[src/rtl/a8_bus_pkg.sv]
// Shared definitions for the Atari 8-bit bus capture/response blocks.
`timescale 1ns/1ps
package a8_bus_pkg;

  typedef enum logic [2:0] {
    ST_IDLE   = 3'd0,
    ST_SETTLE = 3'd1,
    ST_FETCH  = 3'd2,
    ST_DRIVE  = 3'd3,
    ST_HOLD   = 3'd4,
    ST_WAIT   = 3'd5
  } a8_state_e;

  localparam logic [7:0] D6_PAGE  = 8'hD6;
  localparam logic [7:0] BUS_IDLE = 8'hFF;

  function automatic logic [7:0] sat_inc8(input logic [7:0] value);
    if (value == 8'hFF) begin
      sat_inc8 = value;
    end else begin
      sat_inc8 = value + 8'd1;
    end
  endfunction

endpackage

[src/rtl/a8_edge_sync.sv]
// Two-flop synchroniser for an asynchronous level, with single-cycle rise/fall
// pulses taken from the synchronised copy.
`timescale 1ns/1ps
module a8_edge_sync (
  input  logic clk,
  input  logic rst_n,
  input  logic din,
  output logic rise,
  output logic fall
);

  // pipe_r[1:0] is the synchroniser, pipe_r[2] the delayed copy for edge detection
  logic [2:0] pipe_r;

  // synchroniser and edge-history shift register
  always_ff @(posedge clk or negedge rst_n) begin
    if (!rst_n) begin
      pipe_r <= 3'b000;
    end else begin
      pipe_r <= {pipe_r[1:0], din};
    end
  end

  assign rise = pipe_r[1] & ~pipe_r[2];
  assign fall = ~pipe_r[1] & pipe_r[2];

endmodule

[src/rtl/a8_read_responder.sv]
// Claims CPU reads of one Atari page, fetches the byte from the register file
// and presents it on the bus for the phi2 high phase plus a short hold.
`timescale 1ns/1ps
module a8_read_responder
  import a8_bus_pkg::*;
#(
  parameter logic [7:0] BASE_HI    = D6_PAGE,
  parameter int         SETTLE_CYC = 4,
  parameter int         FETCH_TMO  = 32,
  parameter int         HOLD_CYC   = 4
) (
  input  logic        clk200,
  input  logic        a8_rst_n,
  input  logic        a8_clk,
  input  logic [15:0] a8_addr,
  input  logic        a8_rw_n,
  input  logic        a8_halt_n,
  input  logic        a8_ref_n,
  output logic [7:0]  a8_data_out,
  output logic        a8_data_oe,
  output logic        a8_extsel_n,
  output logic        rd_req,
  output logic [7:0]  rd_addr,
  input  logic [7:0]  rd_data,
  input  logic        rd_ack,
  output logic [7:0]  tmo_count
);

  localparam logic [7:0] SETTLE_LD = 8'(SETTLE_CYC) - 8'd1;
  localparam logic [7:0] FETCH_LD  = 8'(FETCH_TMO) - 8'd1;
  localparam logic [7:0] HOLD_LD   = 8'(HOLD_CYC) - 8'd1;

  logic [1:0] rst_sync_r;
  logic       rst_n_s;
  logic       rise_s;
  logic       fall_s;
  logic       claim_s;

  a8_state_e  state_r, state_nxt;
  logic [7:0] cnt_r, cnt_nxt;
  logic       pend_r, pend_nxt;
  logic [7:0] data_out_nxt;
  logic       oe_nxt;
  logic       extsel_nxt;
  logic       req_nxt;
  logic [7:0] addr_nxt;
  logic [7:0] tmo_nxt;

  // reset asserts immediately, releases two clk200 edges later
  always_ff @(posedge clk200 or negedge a8_rst_n) begin
    if (!a8_rst_n) begin
      rst_sync_r <= 2'b00;
    end else begin
      rst_sync_r <= {rst_sync_r[0], 1'b1};
    end
  end

  assign rst_n_s = rst_sync_r[1];

  a8_edge_sync u_phi2_sync (
    .clk   (clk200),
    .rst_n (rst_n_s),
    .din   (a8_clk),
    .rise  (rise_s),
    .fall  (fall_s)
  );

  assign claim_s = a8_rw_n && a8_halt_n && a8_ref_n && (a8_addr[15:8] == BASE_HI);

  // state, shared timer and all registered outputs
  always_ff @(posedge clk200 or negedge rst_n_s) begin
    if (!rst_n_s) begin
      state_r     <= ST_IDLE;
      cnt_r       <= 8'd0;
      pend_r      <= 1'b0;
      a8_data_out <= 8'h00;
      a8_data_oe  <= 1'b0;
      a8_extsel_n <= 1'b1;
      rd_req      <= 1'b0;
      rd_addr     <= 8'h00;
      tmo_count   <= 8'h00;
    end else begin
      state_r     <= state_nxt;
      cnt_r       <= cnt_nxt;
      pend_r      <= pend_nxt;
      a8_data_out <= data_out_nxt;
      a8_data_oe  <= oe_nxt;
      a8_extsel_n <= extsel_nxt;
      rd_req      <= req_nxt;
      rd_addr     <= addr_nxt;
      tmo_count   <= tmo_nxt;
    end
  end

  // next-state and output decisions; a rise outside IDLE is remembered until IDLE
  always_comb begin
    state_nxt    = state_r;
    cnt_nxt      = cnt_r;
    data_out_nxt = a8_data_out;
    oe_nxt       = a8_data_oe;
    extsel_nxt   = a8_extsel_n;
    req_nxt      = rd_req;
    addr_nxt     = rd_addr;
    tmo_nxt      = tmo_count;

    if (fall_s) begin
      pend_nxt = 1'b0;
    end else if (rise_s && (state_r != ST_IDLE)) begin
      pend_nxt = 1'b1;
    end else begin
      pend_nxt = pend_r;
    end

    case (state_r)
      ST_IDLE: begin
        pend_nxt = 1'b0;
        if (rise_s || (pend_r && !fall_s)) begin
          state_nxt = ST_SETTLE;
          cnt_nxt   = SETTLE_LD;
        end else begin
          state_nxt = ST_IDLE;
        end
      end
      ST_SETTLE: begin
        if (fall_s) begin
          state_nxt = ST_IDLE;
        end else if (cnt_r == 8'd0) begin
          if (claim_s) begin
            addr_nxt   = a8_addr[7:0];
            req_nxt    = 1'b1;
            extsel_nxt = 1'b0;
            cnt_nxt    = FETCH_LD;
            state_nxt  = ST_FETCH;
          end else begin
            state_nxt = ST_WAIT;
          end
        end else begin
          cnt_nxt = cnt_r - 8'd1;
        end
      end
      ST_FETCH: begin
        if (fall_s) begin
          req_nxt   = 1'b0;
          tmo_nxt   = sat_inc8(tmo_count);
          cnt_nxt   = HOLD_LD;
          state_nxt = ST_HOLD;
        end else if (rd_ack) begin
          data_out_nxt = rd_data;
          req_nxt      = 1'b0;
          oe_nxt       = 1'b1;
          state_nxt    = ST_DRIVE;
        end else if (cnt_r == 8'd0) begin
          data_out_nxt = BUS_IDLE;
          req_nxt      = 1'b0;
          oe_nxt       = 1'b1;
          tmo_nxt      = sat_inc8(tmo_count);
          state_nxt    = ST_DRIVE;
        end else begin
          cnt_nxt = cnt_r - 8'd1;
        end
      end
      ST_DRIVE: begin
        if (fall_s) begin
          cnt_nxt   = HOLD_LD;
          state_nxt = ST_HOLD;
        end else begin
          state_nxt = ST_DRIVE;
        end
      end
      ST_HOLD: begin
        if (cnt_r == 8'd0) begin
          oe_nxt     = 1'b0;
          extsel_nxt = 1'b1;
          state_nxt  = ST_IDLE;
        end else begin
          cnt_nxt = cnt_r - 8'd1;
        end
      end
      ST_WAIT: begin
        if (fall_s) begin
          state_nxt = ST_IDLE;
        end else begin
          state_nxt = ST_WAIT;
        end
      end
      default: begin
        state_nxt  = ST_IDLE;
        oe_nxt     = 1'b0;
        extsel_nxt = 1'b1;
        req_nxt    = 1'b0;
      end
    endcase
  end

endmodule
[config.mk]
export PLATFORM = sky130hd
export DESIGN_NAME = a8_read_responder
export DESIGN_NICKNAME = d
export VERILOG_FILES = /design/src/rtl/a8_bus_pkg.sv /design/src/rtl/a8_edge_sync.sv /design/src/rtl/a8_read_responder.sv
export SDC_FILE = /design/constraint.sdc
export NUM_CORES = 1
export LEC_CHECK = 0
export CAP_MARGIN = 20
export CORE_MARGIN = 2
export CORE_UTILIZATION = 35
export CTS_CLUSTER_SIZE = 24
export DETAILED_ROUTE_END_ITERATION = 6
export DONT_BUFFER_PORTS = 1
export SETUP_SLACK_MARGIN = 0.5
export SLEW_MARGIN = 5
export SYNTH_ARGS = -nofsm -noshare
export SYNTH_HDL_FRONTEND = slang
export SYNTH_SLANG_ARGS = --single-unit
[constraint.sdc]
create_clock -name clk200 -period 1.5 [get_ports clk200]
set_input_delay 0.45 -clock clk200 [delete_from_list [all_inputs] [get_ports clk200]]
set_output_delay 0.45 -clock clk200 [all_outputs]
set_load 0.05 [all_outputs]
# Word level (Yosys, flattened, before mapping)

Cells that the tools add are included.

Add/sub/neg operators: 2
Multipliers: 0
Div/mod/pow operators: 0
Magnitude comparators: 0
Equal/unequal tests: 20
Shift operators: 0
Muxes and demuxes: 44
Bitwise logic cells: 8
Reduce and logical (&&, ||, !) cells: 25

Operator list:

| cell                                                                | count |
|---|---|
| 8-bit two-way mux                                                   | 14 |
| 8-bit one-hot mux with 5 select lines                               | 1 |
| 3-bit two-way mux                                                   | 9 |
| 3-bit one-hot mux with 6 select lines                               | 1 |
| 8-bit == test (second input constant)                               | 2 |
| 1-bit two-way mux                                                   | 16 |
| 2-bit != test (second input constant)                               | 7 |
| 3-bit != test (second input constant)                               | 4 |
| 4-bit OR reduction                                                  | 3 |
| 5-bit AND reduction                                                 | 2 |
| 1-bit one-hot mux with 3 select lines                               | 3 |
| 3-bit AND reduction                                                 | 3 |
| 8-bit by 1-bit adder with 8-bit output (second input constant)      | 1 |
| 8-bit zero test                                                     | 1 |
| 4-bit AND reduction                                                 | 2 |
| 8-bit by 1-bit subtractor with 8-bit output (second input constant) | 1 |
| 3-bit by 2-bit == test with 1-bit output (second input constant)    | 2 |
| 3-bit == test (second input constant)                               | 2 |
| 1-bit NOT                                                           | 6 |
| 6-bit AND reduction                                                 | 1 |
| 3-bit nonzero test                                                  | 2 |
| 1-bit logical AND                                                   | 5 |
| 5-bit nonzero test                                                  | 1 |
| 4-bit != test (second input constant)                               | 1 |
| 7 further kinds                                                     | 9 |

Flip-flop bits (word level): 44
Bits in latches: 0
RAM bits: 0
Bits in read-only memories: 0
Bits of input ports: 31
Output and inout bits: 27
Word-level logic and storage cells: 110
Memories kept: 0

# Longest topological paths before layout

Depth after elaboration: 7
Mapped depth: 9
Depth with buffers taken out: 9

# By module

A second synthesis with hierarchy kept.

Cell total of the unflattened synthesis: 203
Area, all modules: 2169.6 um2

By module, submodules not included:

| module            | times used | cells each | area each (um2) | sequential area each (um2) |
|---|---|---|---|---|
| a8_read_responder | 1          | 198        | 2079.5          | 1027.2 |
| a8_edge_sync      | 1          | 5          | 90.1            | 75.1 |

# Worst setup path after synthesis

No wires, ideal clock.

Kind: flip-flop to flip-flop
Start: register cnt_r[0]
End: register cnt_r[0]
Library setup time: 125 ps
Arrival: 2269 ps
Required time: 1375 ps
Setup slack: -894 ps
Stages on the path, launching flop included: 10
Path buffers: 0
Period minus slack after synthesis: 2394 ps
Path through: dfrtp_1 -> inv_1 -> ha_1 -> or4b_4 -> nor3_4 -> inv_1 -> ha_1 -> nor3_1 -> a21oi_1 -> mux2_2

Longest elaborated chain between the ends: 5
Elaborated cells between the ends (all ways): 10

Ends and longest elaborated chain:

| element                                                                        | line                                               | RTL |
|---|---|---|
| start, declared                                                                | a8_read_responder.sv:40                            | `logic [7:0] cnt_r, cnt_nxt;` |
| start signal, assigned                                                         | a8_read_responder.sv:84                            | `cnt_r <= cnt_nxt;` |
| 8-bit by 1-bit subtractor with 8-bit output or 8-bit zero test (tied branches) | -                                                  |  |
| 8-bit two-way mux                                                              | a8_read_responder.sv:152, a8_read_responder.sv:171 |  |
| 8-bit two-way mux                                                              | a8_read_responder.sv:147                           | `end else if (rd_ack) begin` |
| 8-bit two-way mux                                                              | a8_read_responder.sv:142                           | `if (fall_s) begin` |
| 8-bit one-hot mux with 5 select lines                                          | a8_read_responder.sv:114                           | `case (state_r)` |

Several ways; a longest one is shown, not always the timed one. The select of a mux whose other input is x is not followed.
A chain may end at the register's enable or synchronous reset.

# Worst setup path after layout

Start: register cnt_r[1]
End: register cnt_r[0]

Longest elaborated chain between the ends: 5
Elaborated cells between the ends (all ways): 9

Ends and longest elaborated chain:

| element                               | line |
|---|---|
| 8-bit zero test (*)                   | a8_read_responder.sv:127, a8_read_responder.sv:152, a8_read_responder.sv:171 |
| 8-bit two-way mux (3 in series)       | - |
| 8-bit one-hot mux with 5 select lines | a8_read_responder.sv:114 |

Every way passes the cells marked *; elsewhere a longest branch is shown, timed or not. The select of a mux whose other input is x is not followed.

==> impl_metrics.sql <==
INSERT INTO impl_metrics (metric_group, metric, value, unit) VALUES
('final_layout', 'layout.cells.most_common', 'sky130_fd_sc_hd__buf_4', ''),
('clocking', 'numCtsBuffers', '5', ''),
('power', 'power_per_cell_area', '1460', 'nW/um^2'),
('power', 'pwr-share-clk', '16.4', '%'),
('worst_setup_path', 'timing.reg2reg.worst_path_depth', '9', ''),
('sta', 'rsz0062_at_grt', 'true', ''),
('power', 'net_switching_power_of_the_design', '1810', 'uW'),
('floorplan', 'die_h', '82.5', 'um'),
('worst_setup_path', 'timing.critical_path.from_type', 'register', ''),
('clocking', 'clkLatencyLatePin', '0.30', 'ns'),
('worst_setup_path', 'critPathCaptureType', 'register', ''),
('synth', 'synth_enable_flop_cells', '0', ''),
('global_routing', 'largest_net_degree_at_the_start_of_global_routing', '30', ''),
('sta', 'period_needed', '2.20', 'ns'),
('synth', 'post_synthesis_net_count', '233', ''),
('synth', 'synth_seq_cells', '44', ''),
('synth', 'netlist_instances', '199', ''),
('routing', 'detailedRoute.firstIterationViolations', '99', ''),
('worst_setup_path', 'timing.setup.critical_path_class', 'register to register', ''),
('sta', 'setup_tns', '-22.43', 'ns'),
('power', 'power_report.internal_total', '3000', 'uW'),
('run_status', 'run_status', 'finished with violations', ''),
('final_layout', 'finish.cell_count_without_fillers', '353', ''),
('synth', 'ys_seq_area_share', '51.1', '%'),
('final_layout', 'number_of_inserted_filler_cells_in_the_final_layout', '472', ''),
('place', 'placement.io_buffers', '0', ''),
('synth', 'yosysWarningCount', '0', ''),
('global_routing', 'global_route.overflow_total', '0', ''),
('routing', 'first_pass_iters', '4', ''),
('global_routing', 'first_pass_grt_wire_length', '9070', 'um'),
('sta', 'final.hold.worst_slack', '0.166', 'ns'),
('sta', 'final.setup_skew', '0.00447', 'ns'),
('clocking', 'deepest_level_of_the_cts_h_tree', '2', ''),
('synth', 'yosys_most_used_dff', 'sky130_fd_sc_hd__dfrtp_1', ''),
('power', 'comb_power_share', '53.4', '%'),
('clocking', 'worst_setup_hold_path_clk_slew', '0.08', 'ns'),
('sta', 'finalSetupViolCount', '38', ''),
('sta', 'final_hold_viol_count', '0', ''),
('sta', 'timing_max_transition_violations_final', '0', ''),
('run', 'max-cap-violations', '0', ''),
('synth', 'yosys.cell_types.count', '51', ''),
('global_routing', 'grt_usage', '17.5', '%'),
('global_routing', 'antenna_found_initial', '0', ''),
('final_layout', 'insertedDiodeCount', '0', ''),
('routing', 'drt.antenna.violating_nets', '0', ''),
('routing', 'drt_drc', '0', ''),
('floorplan', 'die_w', '82.5', 'um'),
('routing', 'vias', '1891', ''),
('place', 'global_placement_routability_congestion', '0.866', ''),
('power', 'leakagePower', '0.00142', 'uW'),
('place', 'dp.cells', '331', ''),
('final_layout', 'synthToLayoutAreaGrowth', '52.6', '%'),
('final_layout', 'final_layout_size_suffix_gt1_share', '59.0', '%'),
('power', 'worst_ir_drop_vdd', '0.753', 'mV'),
('sta', 'fin_ws', '-0.697', 'ns'),
('synth', 'syn_avg_cell_area', '10.8', 'sq um'),
('final_layout', 'area_of_the_multi_input_gates', '1220', 'sq um'),
('power', 'switching_share', '37.7', '%'),
('synth', 'syn_area', '2160', 'sq um'),
('synth', 'postSynth.asyncResetShare', '100', '%'),
('synth', 'yosysTopAreaCellShare', '49.9', '%'),
('min_path', 'hold_path_class', 'register to async pin', ''),
('worst_setup_path', 'path_max_fanout', '4', ''),
('clocking', 'cts_tree', 'built', ''),
('floorplan', 'initial_util', '36.4', '%'),
('synth', 'synth_top_area_cell', 'sky130_fd_sc_hd__dfrtp_1', ''),
('final_layout', 'final_nets', '311', ''),
('floorplan', 'die-area', '6800', 'sq um'),
('worst_setup_path', 'crit_required', '1.69', 'ns'),
('floorplan', 'core-area', '5920', 'sq um'),
('run_status', 'violations', 'setup timing', '');
==> state kept, by name, indices dropped and copies added, names as in the netlist <==
name                count
a8_data_oe              1
a8_data_out             8
rst_sync_r              2
a8_extsel_n             1
state_r                 3
pend_r                  1
tmo_count               8
u_phi2_sync.pipe_r      3
cnt_r                   8
rd_addr                 8
rd_req                  1
==> layer usage <==
| metal | vias up | global-route usage [%] | wire length, um |
|---|---|---|---|
| met4 | 0 | 6.00 | 88 |
| met3 | 9 | 4.67 | 369 |
| met1 | 918 | 23.3 | 2560 |
| met2 | 62 | 27.6 | 2740 |
| li1 | 902 | - | - |
| met5 | - | 0 | 0 |
==> metrics by stage <==
step | utilization, % | setup slack, ns | instance area (sq um) | total power, uW
2_1_floorplan | - | -0.722 | 2250 | 2560
3_3_place_gp | 47.2 | -0.707 | 2800 | 3340
3_5_place_dp | 47.2 | -0.784 | 2800 | 3370
4_1_cts | 51.8 | -0.678 | 3060 | 4380
5_1_grt | 55.6 | -0.834 | 3290 | 5090
6_report | 55.6 | -0.697 | 3290 | 4810
==> timing repair <==
action / 4_1_cts / 5_1_grt
pin swaps: 1 / 18
endpoints found under the setup margin: 66 / 66
hold buffers: 1 / 0
resized for setup: 37 / 30
buffers inserted: 3 / 9
cloned: 0 / 1
hold endpoints to repair: 2 / 0
==> final timing paths <==
kind / slack, ns / endpoint / from
worst max-delay path: -0.70 / cnt_r[0] / cnt_r[1]
worst min-delay path: 0.17 / a8_data_out[3] / rst_sync_r[1]
worst max register to register: -0.70 / cnt_r[0] / cnt_r[1]
worst min register to register: 0.17 / a8_data_out[3] / rst_sync_r[1]
max in group asynchronous: 0.82 / a8_extsel_n / rst_sync_r[1]
min in group clk200: 0.17 / u_phi2_sync.pipe_r[0] / a8_clk
==> cells by family (layout without fill, tap and decap cells) <==
group,after synthesis,count (layout),synth area share [%]
compound gates,49,49,17.0
flops,44,44,51.1
fa+ha+maj,3,3,1.74
mux,10,10,5.22
xor+xnor,7,7,2.84
other cells,1,1,0.174
simple gates,68,69,18.6
buf+inv,17,95,3.25
==> cells in the mapped netlist (all sizes together) (2+ instances only) <==
cell type / count
a211oi: 5
a21oi: 6
a221oi: 2
a31oi: 4
and3: 5
and4: 2
buf: 3
clkbuf: 4
dfrtp: 43
ha: 3
inv: 10
mux2: 10
nand2: 12
nand2b: 3
nand3: 6
nand3b: 2
nand4: 4
nor2: 10
nor2b: 2
nor3: 11
nor4: 3
o21a: 2
o21ai: 7
o22a: 8
o22ai: 2
o31ai: 2
o41ai: 3
or2: 2
or3: 2
xnor2: 4
xor2: 3
==> power groups by stage <==
stage | combinational [uW] | clock, uW | sequential [uW]
5_1_grt | 2760 | 859 | 1470
3_5_place_dp | 1890 | 0 | 1480
4_1_cts | 2120 | 802 | 1450
3_3_place_gp | 1870 | 0 | 1480
2_1_floorplan | 1080 | 0 | 1470
6_report | 2570 | 790 | 1450
==> worst max-delay path, cell delays in order, from the launching register on <==
cell and delay (ns):
sky130_fd_sc_hd__dfrtp_1 0.39, sky130_fd_sc_hd__inv_1 0.06, sky130_fd_sc_hd__ha_2 0.17, sky130_fd_sc_hd__or4b_4 0.51, sky130_fd_sc_hd__nor3_4 0.24, sky130_fd_sc_hd__inv_2 0.09, sky130_fd_sc_hd__ha_4 0.23, sky130_fd_sc_hd__nor3_4 0.11
sky130_fd_sc_hd__a21oi_2 0.04, sky130_fd_sc_hd__mux2_4 0.25
==> cell type report <==
cell class                      instances  area share, %
Multi-Input combinational cell        139           37.2
Timing Repair Buffer                   77           21.3
Clock inverter                          2          0.456
Inverter                               10           1.14
Clock buffer                            6           2.51
Tap cell                               75           2.85
Sequential cell                        44           34.6
(Power assumes the default switching activity.)
